File: config.mk
export PLATFORM = sky130hd
export DESIGN_NAME = serial_sub_flat
export DESIGN_NICKNAME = d
export VERILOG_FILES = /design/src/rtl/serial_sub_pkg.sv /design/src/rtl/serial_sub_if.sv /design/src/rtl/serial_sub_bit_cell.sv /design/src/rtl/serial_sub.sv /design/src/flat_wrapper.sv
export SDC_FILE = /design/constraint.sdc
export NUM_CORES = 1
export LEC_CHECK = 0
export ABC_AREA = 1
export CAP_MARGIN = 20
export CORE_ASPECT_RATIO = 1.4
export CORE_MARGIN = 5
export CORE_UTILIZATION = 54
export CTS_CLUSTER_DIAMETER = 60
export DETAILED_ROUTE_END_ITERATION = 7
export GPL_ROUTABILITY_DRIVEN = 0
export PLACE_DENSITY_LB_ADDON = 0.1
export SLEW_MARGIN = 20
export SYNTH_ARGS = -nofsm -noshare
export SYNTH_HDL_FRONTEND = slang
export SYNTH_SLANG_ARGS = --single-unit
export TNS_END_PERCENT = 5
File: constraint.sdc
create_clock -name clk -period 2.3 [get_ports clk]
set_clock_uncertainty 0.1 [all_clocks]
set_input_delay 0.46 -clock clk [delete_from_list [all_inputs] [get_ports clk]]
set_output_delay 0.46 -clock clk [all_outputs]
set_load 0.05 [all_outputs]
File: src/rtl/serial_sub_pkg.sv
// serial_sub_pkg: shared types and defaults for the bit-serial subtractor.
//   sub_state_t   : controller states (IDLE, RUN, DONE)
//   SUB_WIDTH_DEF : default operand/result width
package serial_sub_pkg;

    typedef enum logic [1:0] {
        IDLE = 2'd0,
        RUN  = 2'd1,
        DONE = 2'd2
    } sub_state_t;

    localparam int SUB_WIDTH_DEF = 8;

endpackage

File: src/rtl/serial_sub_if.sv
// serial_sub_if: request/result handshake bundle for serial_sub.
//   master : requester side (drives start, a, b, bin, res_ack)
//   slave  : subtractor side (drives busy, res_valid, diff, bout, ovf, zero)
interface serial_sub_if
    import serial_sub_pkg::*;
#(
    parameter int WIDTH = SUB_WIDTH_DEF
) ();

    logic             start;
    logic [WIDTH-1:0] a;
    logic [WIDTH-1:0] b;
    logic             bin;
    logic             busy;
    logic             res_valid;
    logic             res_ack;
    logic [WIDTH-1:0] diff;
    logic             bout;
    logic             ovf;
    logic             zero;

    modport master (
        output start, a, b, bin, res_ack,
        input  busy, res_valid, diff, bout, ovf, zero
    );

    modport slave (
        input  start, a, b, bin, res_ack,
        output busy, res_valid, diff, bout, ovf, zero
    );

endinterface

File: src/rtl/serial_sub_bit_cell.sv
// sub_bit_cell: combinational 1-bit full subtractor, d = x - y - bi.
//   x, y, bi : minuend bit, subtrahend bit, borrow-in
//   d, bo    : difference bit, borrow-out
module sub_bit_cell (
    input  logic x,
    input  logic y,
    input  logic bi,
    output logic d,
    output logic bo
);

    assign d  = x ^ y ^ bi;
    assign bo = (~x & y) | (~(x ^ y) & bi);

endmodule

File: src/rtl/serial_sub.sv
// serial_sub: bit-serial two's-complement subtractor, diff = a - b - bin,
// one bit per clock LSB first, with a start/ack result handshake.
//   clk   : clock, rising edge
//   rst_n : asynchronous active-low reset
//   bus   : serial_sub_if.slave (start/a/b/bin in, busy/res_valid/result out,
//           res_ack in)
//
// state | meaning
// IDLE  | waiting for start; result outputs hold the last result
// RUN   | one bit-step per cycle, WIDTH steps
// DONE  | result valid and held until res_ack
module serial_sub
    import serial_sub_pkg::*;
#(
    parameter int WIDTH = SUB_WIDTH_DEF
) (
    input  logic        clk,
    input  logic        rst_n,
    serial_sub_if.slave bus
);

    localparam int            CW   = $clog2(WIDTH);
    localparam logic [CW-1:0] LAST = CW'(WIDTH - 1);

    sub_state_t       state, state_n;
    logic [WIDTH-1:0] sa, sb, diff_r;
    logic [CW-1:0]    cnt;
    logic             brw;
    logic             bout_r, ovf_r, zero_r;
    logic             load, step, last;
    logic             d, bo;
    logic [WIDTH-1:0] diff_n;

    sub_bit_cell u_cell (
        .x  (sa[0]),
        .y  (sb[0]),
        .bi (brw),
        .d  (d),
        .bo (bo)
    );

    assign diff_n = {d, diff_r[WIDTH-1:1]};

    always_ff @(posedge clk or negedge rst_n) begin
        if (!rst_n) begin
            state <= IDLE;
        end else begin
            state <= state_n;
        end
    end

    always_comb begin
        state_n = state;
        load    = 1'b0;
        step    = 1'b0;
        last    = 1'b0;
        case (state)
            IDLE: begin
                if (bus.start) begin
                    load    = 1'b1;
                    state_n = RUN;
                end
            end
            RUN: begin
                step = 1'b1;
                if (cnt == LAST) begin
                    last    = 1'b1;
                    state_n = DONE;
                end
            end
            DONE: begin
                if (bus.res_ack) begin
                    state_n = IDLE;
                end
            end
            default: state_n = IDLE;
        endcase
    end

    always_ff @(posedge clk or negedge rst_n) begin
        if (!rst_n) begin
            sa     <= '0;
            sb     <= '0;
            brw    <= 1'b0;
            cnt    <= '0;
            diff_r <= '0;
            bout_r <= 1'b0;
            ovf_r  <= 1'b0;
            zero_r <= 1'b0;
        end else if (load) begin
            sa     <= bus.a;
            sb     <= bus.b;
            brw    <= bus.bin;
            cnt    <= '0;
            diff_r <= '0;
            bout_r <= 1'b0;
            ovf_r  <= 1'b0;
            zero_r <= 1'b0;
        end else if (step) begin
            sa     <= sa >> 1;
            sb     <= sb >> 1;
            brw    <= bo;
            diff_r <= diff_n;
            if (last) begin
                // brw here is still the borrow into the MSB, so the
                // overflow flag is captured directly instead of storing it.
                bout_r <= bo;
                ovf_r  <= brw ^ bo;
                zero_r <= (diff_n == '0);
            end else begin
                cnt <= cnt + CW'(1);
            end
        end
    end

    assign bus.busy      = (state != IDLE);
    assign bus.res_valid = (state == DONE);
    assign bus.diff      = diff_r;
    assign bus.bout      = bout_r;
    assign bus.ovf       = ovf_r;
    assign bus.zero      = zero_r;

endmodule

File: src/flat_wrapper.sv
// flat-port wrapper written by rule: the top's interface ports become plain ports
module serial_sub_flat import serial_sub_pkg::*;
#(
    parameter int WIDTH = SUB_WIDTH_DEF
)
  (clk, rst_n, bus_start, bus_a, bus_b, bus_bin, bus_res_ack, bus_busy, bus_res_valid, bus_diff, bus_bout, bus_ovf, bus_zero);
  serial_sub_if #(.WIDTH(WIDTH)) bus_i ();
  input  logic clk;
  input  logic rst_n;
  input wire logic [$bits(bus_i.start)-1:0] bus_start;
  input wire logic [$bits(bus_i.a)-1:0] bus_a;
  input wire logic [$bits(bus_i.b)-1:0] bus_b;
  input wire logic [$bits(bus_i.bin)-1:0] bus_bin;
  input wire logic [$bits(bus_i.res_ack)-1:0] bus_res_ack;
  output wire logic [$bits(bus_i.busy)-1:0] bus_busy;
  output wire logic [$bits(bus_i.res_valid)-1:0] bus_res_valid;
  output wire logic [$bits(bus_i.diff)-1:0] bus_diff;
  output wire logic [$bits(bus_i.bout)-1:0] bus_bout;
  output wire logic [$bits(bus_i.ovf)-1:0] bus_ovf;
  output wire logic [$bits(bus_i.zero)-1:0] bus_zero;
  assign bus_i.start = bus_start;
  assign bus_i.a = bus_a;
  assign bus_i.b = bus_b;
  assign bus_i.bin = bus_bin;
  assign bus_i.res_ack = bus_res_ack;
  assign bus_busy = bus_i.busy;
  assign bus_res_valid = bus_i.res_valid;
  assign bus_diff = bus_i.diff;
  assign bus_bout = bus_i.bout;
  assign bus_ovf = bus_i.ovf;
  assign bus_zero = bus_i.zero;
  serial_sub #(.WIDTH(WIDTH)) u_core (.clk(clk), .rst_n(rst_n), .bus(bus_i));
endmodule
# --- Yosys cells after proc, flatten, opt, wreduce, memory -nomap -nowiden ---
# Index checks and enable logic that the tools add are counted.
totals:
  elab_cells: 62
  output_inout_bits: 13
  ram_bits: 0
  mem_count: 0
  reg_bits: 33
  latch_bits: 0
  input_bits: 21
  mem_bits_ro: 0
classes:
  add_sub_neg: 1
  muxes: 29
  bitwise: 8
  n_mul: 0
  n_eq_ne: 7
  shift: 0
  n_reduce_logical: 8
  div_mod_pow: 0
  magnitude_cmp: 0
ops:
  columns: ["operator", "n"]
  rows:
  - ["8-bit 2-to-1 mux", 6]
  - ["1-bit 2-to-1 mux", 16]
  - ["3-bit 2-to-1 mux", 3]
  - ["8-bit zero test", 1]
  - ["2-bit 2-to-1 mux", 3]
  - ["2-bit case mux with 3 select lines", 1]
  - ["2-bit nonzero test", 3]
  - ["2-bit by 1-bit inequality test with 1-bit output (second input constant)", 2]
  - ["2-bit inequality test (second input constant)", 2]
  - ["2-bit AND reduction", 2]
  - ["3-bit by 1-bit adder with 3-bit output (second input constant)", 1]
  - ["3-bit == test (second input constant)", 1]
  - ["3-bit AND reduction", 1]
  - ["1-bit bitwise XOR", 3]
  - ["1-bit AND", 2]
  - ["2-bit by 1-bit == test with 1-bit output (second input constant)", 1]
  - ["2-bit == test (second input constant)", 1]
  - ["2-bit zero test", 1]
  - ["1-bit NOT", 2]
  - ["1-bit bitwise OR", 1]

# --- Depth between registers and ports, before layout ---
# Gate-level depths: netlist (run 1).
depth:
  ltp_word: 8
  mapped_depth: 7
  ltp_nobuf: 6

# --- By module ---
# Synthesis (run 1) repeated with hierarchy kept, for this count alone.
hier_totals:
  hier_cells: 177
  hier_area_um2: 1482.7
by_module_without_submodules:
  columns: ["module", "area_per_inst_um2", "n_inst", "cells_each", "seq_area_each_um2"]
  rows:
  - ["serial_sub", 1451.4, 1, 173, 825.8]
  - ["sub_bit_cell", 31.3, 1, 4, 0.0]

# --- Least setup slack after synthesis (run 1) ---
# No wires, ideal clock.
synth_timing:
  path_kind: "register -> output"
  start: "register u_core.state[1]"
  end: "output port bus_res_valid"
  t_arrival_ns: 1.375
  path_buffers: 1
  setup_slack_ns: 0.365
  path_stages_with_launch: 4
  t_required_ns: 1.740
  cell_sequence: "dfrtp_1 > inv_2 > buf_6 > nor2_1"
synth_between:
  elab_chain_cells: 1
synth_lines:
  columns: ["element", "line_no", "source"]
  rows:
  - ["start: declaration", "serial_sub.sv:25", "sub_state_t state, state_n;"]
  - ["start signal: assignment", "serial_sub.sv:48", "state <= state_n;"]
  - ["2-bit == test", "serial_sub.sv:117", "assign bus.res_valid = (state == DONE);"]
  - ["end: declaration", "flat_wrapper.sv:16", "output wire logic [$bits(bus_i.res_valid)-1:0] bus_res_valid;"]
# Every way passes these cells.

# --- Worst setup path after layout (run 1) ---
layout_timing:
  start: "register u_core.state[0]"
  end: "output port bus_busy"
layout_between:
  elab_chain_cells: 1
layout_lines:
  columns: ["element", "line_no", "source"]
  rows:
  - ["2-bit nonzero test", "serial_sub.sv:116", "assign bus.busy = (state != IDLE);"]
  - ["end: declaration", "flat_wrapper.sv:15", "output wire logic [$bits(bus_i.busy)-1:0] bus_busy;"]
# Every way passes these cells.

==> qor.yml, run 1 <==
die:
  die_x_um: 56.7
  start_util: 0.567
  rows: 23
  die_y_um: 75.4
  die_area_um2: 4270
  ios: 34
  core_um2: 2910
sta:
  maxSlewHeadroom: 0.620
  setup_tns_ns: 0
  worst_pin_slew_ns: 0.570
  hold_viol: 0
  rsz0062_at_grt: "false"
  timing.final.ws_setup_ns: 0.202
  finalMaxSlewViolations: 0
  whs_ns: 0.383
  fmax_mhz: 477
  post-route-min-period_ns: 2.10
  setup_violations: 0
  finalCritPeriodShare: 0.912
synth:
  avgSynthCellArea_um2: 8.36
  async_reset_ff_frac: 1.00
  synth_flop_cell: "dfrtp_1"
  synth_top_cell_by_area: "dfrtp_1"
  yosysUniqueCellTypes: 21
  synth.area.top_cells: "dfrtp_1 50%, nand2_1 19%, nand3_1 8.8%"
  synth_fp_nets: 221
  synth_area_um2: 1650
  syn_inst: 197
  synth_top_area_frac: 0.501
  synth_edf_count: 0
  ys_seq_area_frac: 0.501
  ys_ff_latch: 33
  yosysMostFrequentCell: "nand2_1"
  yosys_warnings: 0
  synth_common_cells: "85 x nand2_1, 33 x dfrtp_1, 29 x nand3_1, 11 x nand3b_1, 8 x inv_1"
setup_path:
  worstPathMaxFanout: 19
  start_kind: "flip-flop"
  startpoint: "u_core.state[0]$_DFFE_PN0P_"
  regToRegSetupSlack_ns: 0.58
  end_kind: "output pin"
  crit_end: "bus_busy"
  worstRegToRegCells: 5
  r2r_start: "u_core.state[0]$_DFFE_PN0P_"
  worstPathRequired_ns: 1.74
  timing.rr.end: "u_core.cnt[0]$_DFFE_PN0P_"
  crit_type: "flip-flop to output pin"
  cp.arrival_ns: 1.54
pwr:
  power_frac_seq: 0.356
  ir_worst_vdd_mv: 0.864
  p_sw_mw: 1.34
  p_clk_frac: 0.144
  power_density_nw_per_um2: 1400
  leakage_nw: 1.05
  switching_share: 0.455
  comb_power_share: 0.499
  power.internal_mw: 1.60
clock_tree:
  clk_pin_slew_ns: 0.07
  ctsHoldBuffers: 0
  cts_num_sinks: 33
  h-tree-depth: 2
  cts_resized: 0
  ctsRootBufferMaster: "clkbuf_8"
  clk_latency_ns: 0.28
  tritoncts: "yes"
  post-cts-setup-buffers: 0
  clk_path_buf_depth: 2
  cts_made_buffers: 5
run:
  maxCapViolations: 0
detailed_routing:
  vias: 1400
  antenna_left: 0
  drtIter0Drc: 56
  drcViolationCount: 0
  wl_per_cell_um: 13.0
  dr.pass1.iters: 4
  drt-total-wl_um: 3520
  viasPerCell: 5.19
layout:
  layout-drive-gt1-share: 0.0773
  fin_cells: 270
  fin_nets: 256
  antenna_cells: 0
  area_growth_syn_to_layout_pct: 27.2
  fillers: 241
  utilization: 0.721
place:
  place_worst_setup_slack_ns: 0.472
  placed_cells: 262
  dp_hpwl_um: 2470
  portBuffers: 33
global_route:
  overflow: 0
  grt_pass1_vias: 1337
  grt_pass1_wl_um: 6120
  grt_usage: 0.186
  antenna_found_initial: 0
  grt_max_degree: 34
min_path:
  hold_path_class: "flip-flop to flip-flop"
run_status:
  status: "finished, final reports clean"
## sequential cells by signal, summed over array words and instances (netlist names)
name / cells
u_core.bus.bout: 1
u_core.bus.ovf: 1
u_core.bus.zero: 1
u_core.state: 2
u_core.brw: 1
u_core.sb: 8
u_core.sa: 8
u_core.cnt: 3
u_core.bus.diff: 8
## layer usage
metal	track usage	part of all wire	vias to the layer above	routed length (um)
met4	0.0818	0.017	0	60
met1	0.224	0.44	661	1530
met2	0.320	0.50	36	1750
met5	0	0	-	0
li1	-	-	697	-
met3	0.0441	0.049	6	173
## placed cells by master (no fill, tap or decap)
cell,count
nand2_1,85
nor2_1,6
o21ai_0,5
nand3_1,29
o31ai_1,1
nand3b_1,11
nor2_8,1
buf_12,3
inv_1,8
clkinv_2,2
clkbuf_8,5
inv_2,1
o21ai_1,1
nor2_2,1
clkbuf_1,1
ha_1,2
buf_4,3
clkdlybuf4s50_1,31
fa_1,1
xnor2_1,1
o21ai_4,1
dfrtp_1,33
nand2_4,1
## cell families (layout without fill, tap and decap cells)
family / Yosys count / after routing / share of synthesized area
flops: 33 / 33 / 0.501
simple gates: 134 / 134 / 0.368
fa+ha+maj: 3 / 3 / 0.0273
buf+inv: 18 / 54 / 0.0653
xor+xnor: 1 / 1 / 0.00532
compound gates: 8 / 8 / 0.0326
## how the worst min path moves through the flow
stage	slack (ns)	start	depth (start not counted)	endpoint
finish	0.38	u_core.bus.diff[0]$_DFFE_PN0P_	2	u_core.bus.diff[0]$_DFFE_PN0P_
CTS	0.38	u_core.sa[2]$_DFFE_PN0P_	2	u_core.sa[2]$_DFFE_PN0P_
floorplan	0.06	rst_n	0	u_core.brw$_DFFE_PN0P_
global placement	0.35	u_core.bus.diff[0]$_DFFE_PN0P_	2	u_core.bus.diff[0]$_DFFE_PN0P_
detailed placement	0.37	u_core.sa[2]$_DFFE_PN0P_	2	u_core.sa[2]$_DFFE_PN0P_
global route	0.41	u_core.sa[2]$_DFFE_PN0P_	2	u_core.sa[2]$_DFFE_PN0P_
## cell type report
cell class / count / area (um^2) / area share
Clock buffer: 6 / 72.6 / 0.0346
Clock inverter: 2 / 10.0 / 0.00478
Inverter: 9 / 33.8 / 0.0161
Multi-Input combinational cell: 146 / 714 / 0.341
Sequential cell: 33 / 826 / 0.394
Tap cell: 37 / 46.3 / 0.0221
Timing Repair Buffer: 37 / 393 / 0.187
## power groups by stage
stage | combinational (mW) | clock [mW] | sequential, mW
global route | 1.62 | 0.461 | 1.08
CTS | 1.49 | 0.433 | 1.05
finish | 1.47 | 0.424 | 1.05
global placement | 1.44 | 0 | 1.04
floorplan | 0.831 | 0 | 1.27
detailed placement | 1.48 | 0 | 1.05
## through the flow
| step | instance area, um^2 | power (mW) |
|---|---|---|
| after floorplan | 1650 | 2.10 |
| after global placement | 2010 | 2.48 |
| after detailed placement | 2010 | 2.53 |
| after CTS | 2100 | 2.96 |
| after global routing | 2100 | 3.17 |
| final | 2100 | 2.94 |
## critical path, stage by stage (launching register included)
cell and delay, ns:
dfrtp_1 0.59, nor2_8 0.36, inv_1 0.13, buf_12 0.17
Note: power is estimated with default switching activity, not from simulation.
==> inputs of run 2 (changes only) <==
- CAP_MARGIN: 20 -> 25
==> results of run 2 <==
Same layout as run 1: the final DEF is identical, and so are final timing and power.
==> inputs of run 3 (changes only) <==
- CORE_ASPECT_RATIO: 1.4 -> 1.5
- PLACE_DENSITY: not set -> 0.84
- PLACE_DENSITY_LB_ADDON: 0.1 -> not set
- SETUP_SLACK_MARGIN: not set -> 0.2
==> qor.yml, run 3 (synthesized netlist as in run 1, its figures left out) <==
sta:
  setup_violations: 0
  fmax_mhz: 485
  post-route-min-period_ns: 2.06
  setup_tns_ns: 0
  finalCritPeriodShare: 0.897
  maxSlewHeadroom: 0.667
  worst_pin_slew_ns: 0.499
  timing.final.ws_setup_ns: 0.236
  rsz0062_at_grt: "true"
  finalMaxSlewViolations: 0
  hold_viol: 0
pwr:
  ir_worst_vdd_mv: 0.938
  power_mw: 2.94
  leakage_nw: 1.07
  power_density_nw_per_um2: 1400
setup_path:
  startpoint: "u_core.bus.diff[4]$_DFFE_PN0P_"
  path_cells: "clkdlybuf4s50_1"
  crit_end: "bus_diff[4]"
  r2r_start: "u_core.state[0]$_DFFE_PN0P_"
  cp_num_buf_inv: 1
  start_kind: "flip-flop"
  worstRegToRegCells: 5
  crit_type: "flip-flop to output pin"
  cp.arrival_ns: 1.50
  regToRegSetupSlack_ns: 0.68
  worstPathMaxFanout: 4
  cpMaxStageDelayCell: "clkdlybuf4s50_1"
  cp_top_family: "buffers and inverters"
  end_kind: "output pin"
  timing.rr.end: "u_core.cnt[1]$_DFFE_PN0P_"
  cp_slowest_stage_delay_ns: 0.82
  worstPathRequired_ns: 1.74
  path_depth: 1
detailed_routing:
  drtIter0Drc: 48
  wl_per_cell_um: 13.0
  drt-total-wl_um: 3520
  antenna_left: 0
  drcViolationCount: 0
  vias: 1399
  viasPerCell: 5.14
  dr.pass1.iters: 4
place:
  portBuffers: 33
  place_worst_setup_slack_ns: 0.452
  placed_area_um2: 2020
  dp_hpwl_um: 2490
layout:
  fin_nets: 256
  final_common_cell: "nand2_1"
  layout-drive-gt1-share: 0.0773
  final_cell_mix: "85 x nand2_1, 33 x dfrtp_1, 29 x nand3_1, 29 x clkdlybuf4s50_1, 11 x nand3b_1"
  fillers: 246
  final_area_um2: 2100
  area_growth_syn_to_layout_pct: 27.4
  antenna_cells: 0
global_route:
  overflow: 0
  grt_pass1_vias: 1413
  grt_usage: 0.198
  grt_pass1_wl_um: 6250
  antenna_found_initial: 0
  grt_max_degree: 34
die:
  rows: 24
  die_area_um2: 4280
  ios: 34
  core_um2: 2910
  die_x_um: 55.1
  start_util: 0.566
  die_y_um: 77.7
clock_tree:
  cts_num_sinks: 33
  cts_made_buffers: 5
  tritoncts: "yes"
  h-tree-depth: 2
  clk_path_buf_depth: 2
  clk_latency_ns: 0.28
  ctsRootBufferMaster: "clkbuf_8"
  clk_pin_slew_ns: 0.07
  ctsHoldBuffers: 0
run:
  maxCapViolations: 0
min_path:
  hold_path_class: "flip-flop to flip-flop"
run_status:
  status: "finished, final reports clean"
## run 3: changes by cell type in the layout (fill, tap and decap cells not counted)
| cell | before | now |
|---|---|---|
| dlymetal6s2s_1 | 0 | 1 |
| dlygate4sd2_1 | 0 | 1 |
| clkdlybuf4s50_1 | 31 | 29 |
## run 3: timing repair
action                     CTS  global route
setup endpoints to repair    1             2
buffers inserted             0             0
gates resized for setup      1             1
cloned                       0             0
## run 3: worst min-delay path by stage
stage	startpoint	to	slack, ns	cells past startpoint
3_3_place_gp	u_core.sb[7]$_DFFE_PN0P_	u_core.sb[7]$_DFFE_PN0P_	0.36	2
2_1_floorplan	rst_n	u_core.brw$_DFFE_PN0P_	0.06	0
3_5_place_dp	u_core.sb[7]$_DFFE_PN0P_	u_core.sb[7]$_DFFE_PN0P_	0.36	2
6_report	u_core.sb[7]$_DFFE_PN0P_	u_core.sb[7]$_DFFE_PN0P_	0.37	2
4_1_cts	u_core.sb[7]$_DFFE_PN0P_	u_core.sb[7]$_DFFE_PN0P_	0.37	2
5_1_grt	u_core.bus.diff[0]$_DFFE_PN0P_	u_core.bus.diff[0]$_DFFE_PN0P_	0.41	2
## run 3: area by class of cell
class	count	area, um^2	area share
clock buffers	6	72.6	0.0346
clock inverters	2	10.0	0.00477
inverters	9	33.8	0.0161
multi-input cells	146	714	0.340
flip-flops and latches	33	826	0.393
well taps	39	48.8	0.0232
repair buffers	37	394	0.188
## run 3: power breakdown
part	switching, mW	leakage [nW]	internal, mW
registers	0.202	0.422	0.841
clock network	0.211	0.0450	0.209
logic	0.931	0.606	0.548
## run 3: through the flow
stage	cells	hold slack (ns)	utilization
floorplan	197	0.0644	-
global placement	264	0.358	0.692
detailed placement	264	0.359	0.692
CTS	272	0.374	0.720
global route	272	0.412	0.721
finish	272	0.374	0.721
## run 3: per-layer routing
layer	global-route usage	up-vias	wire length, um
met5	0	-	0
met4	0.0827	0	109
met3	0.0536	10	175
met2	0.327	35	1880
met1	0.232	653	1360
li1	-	701	-
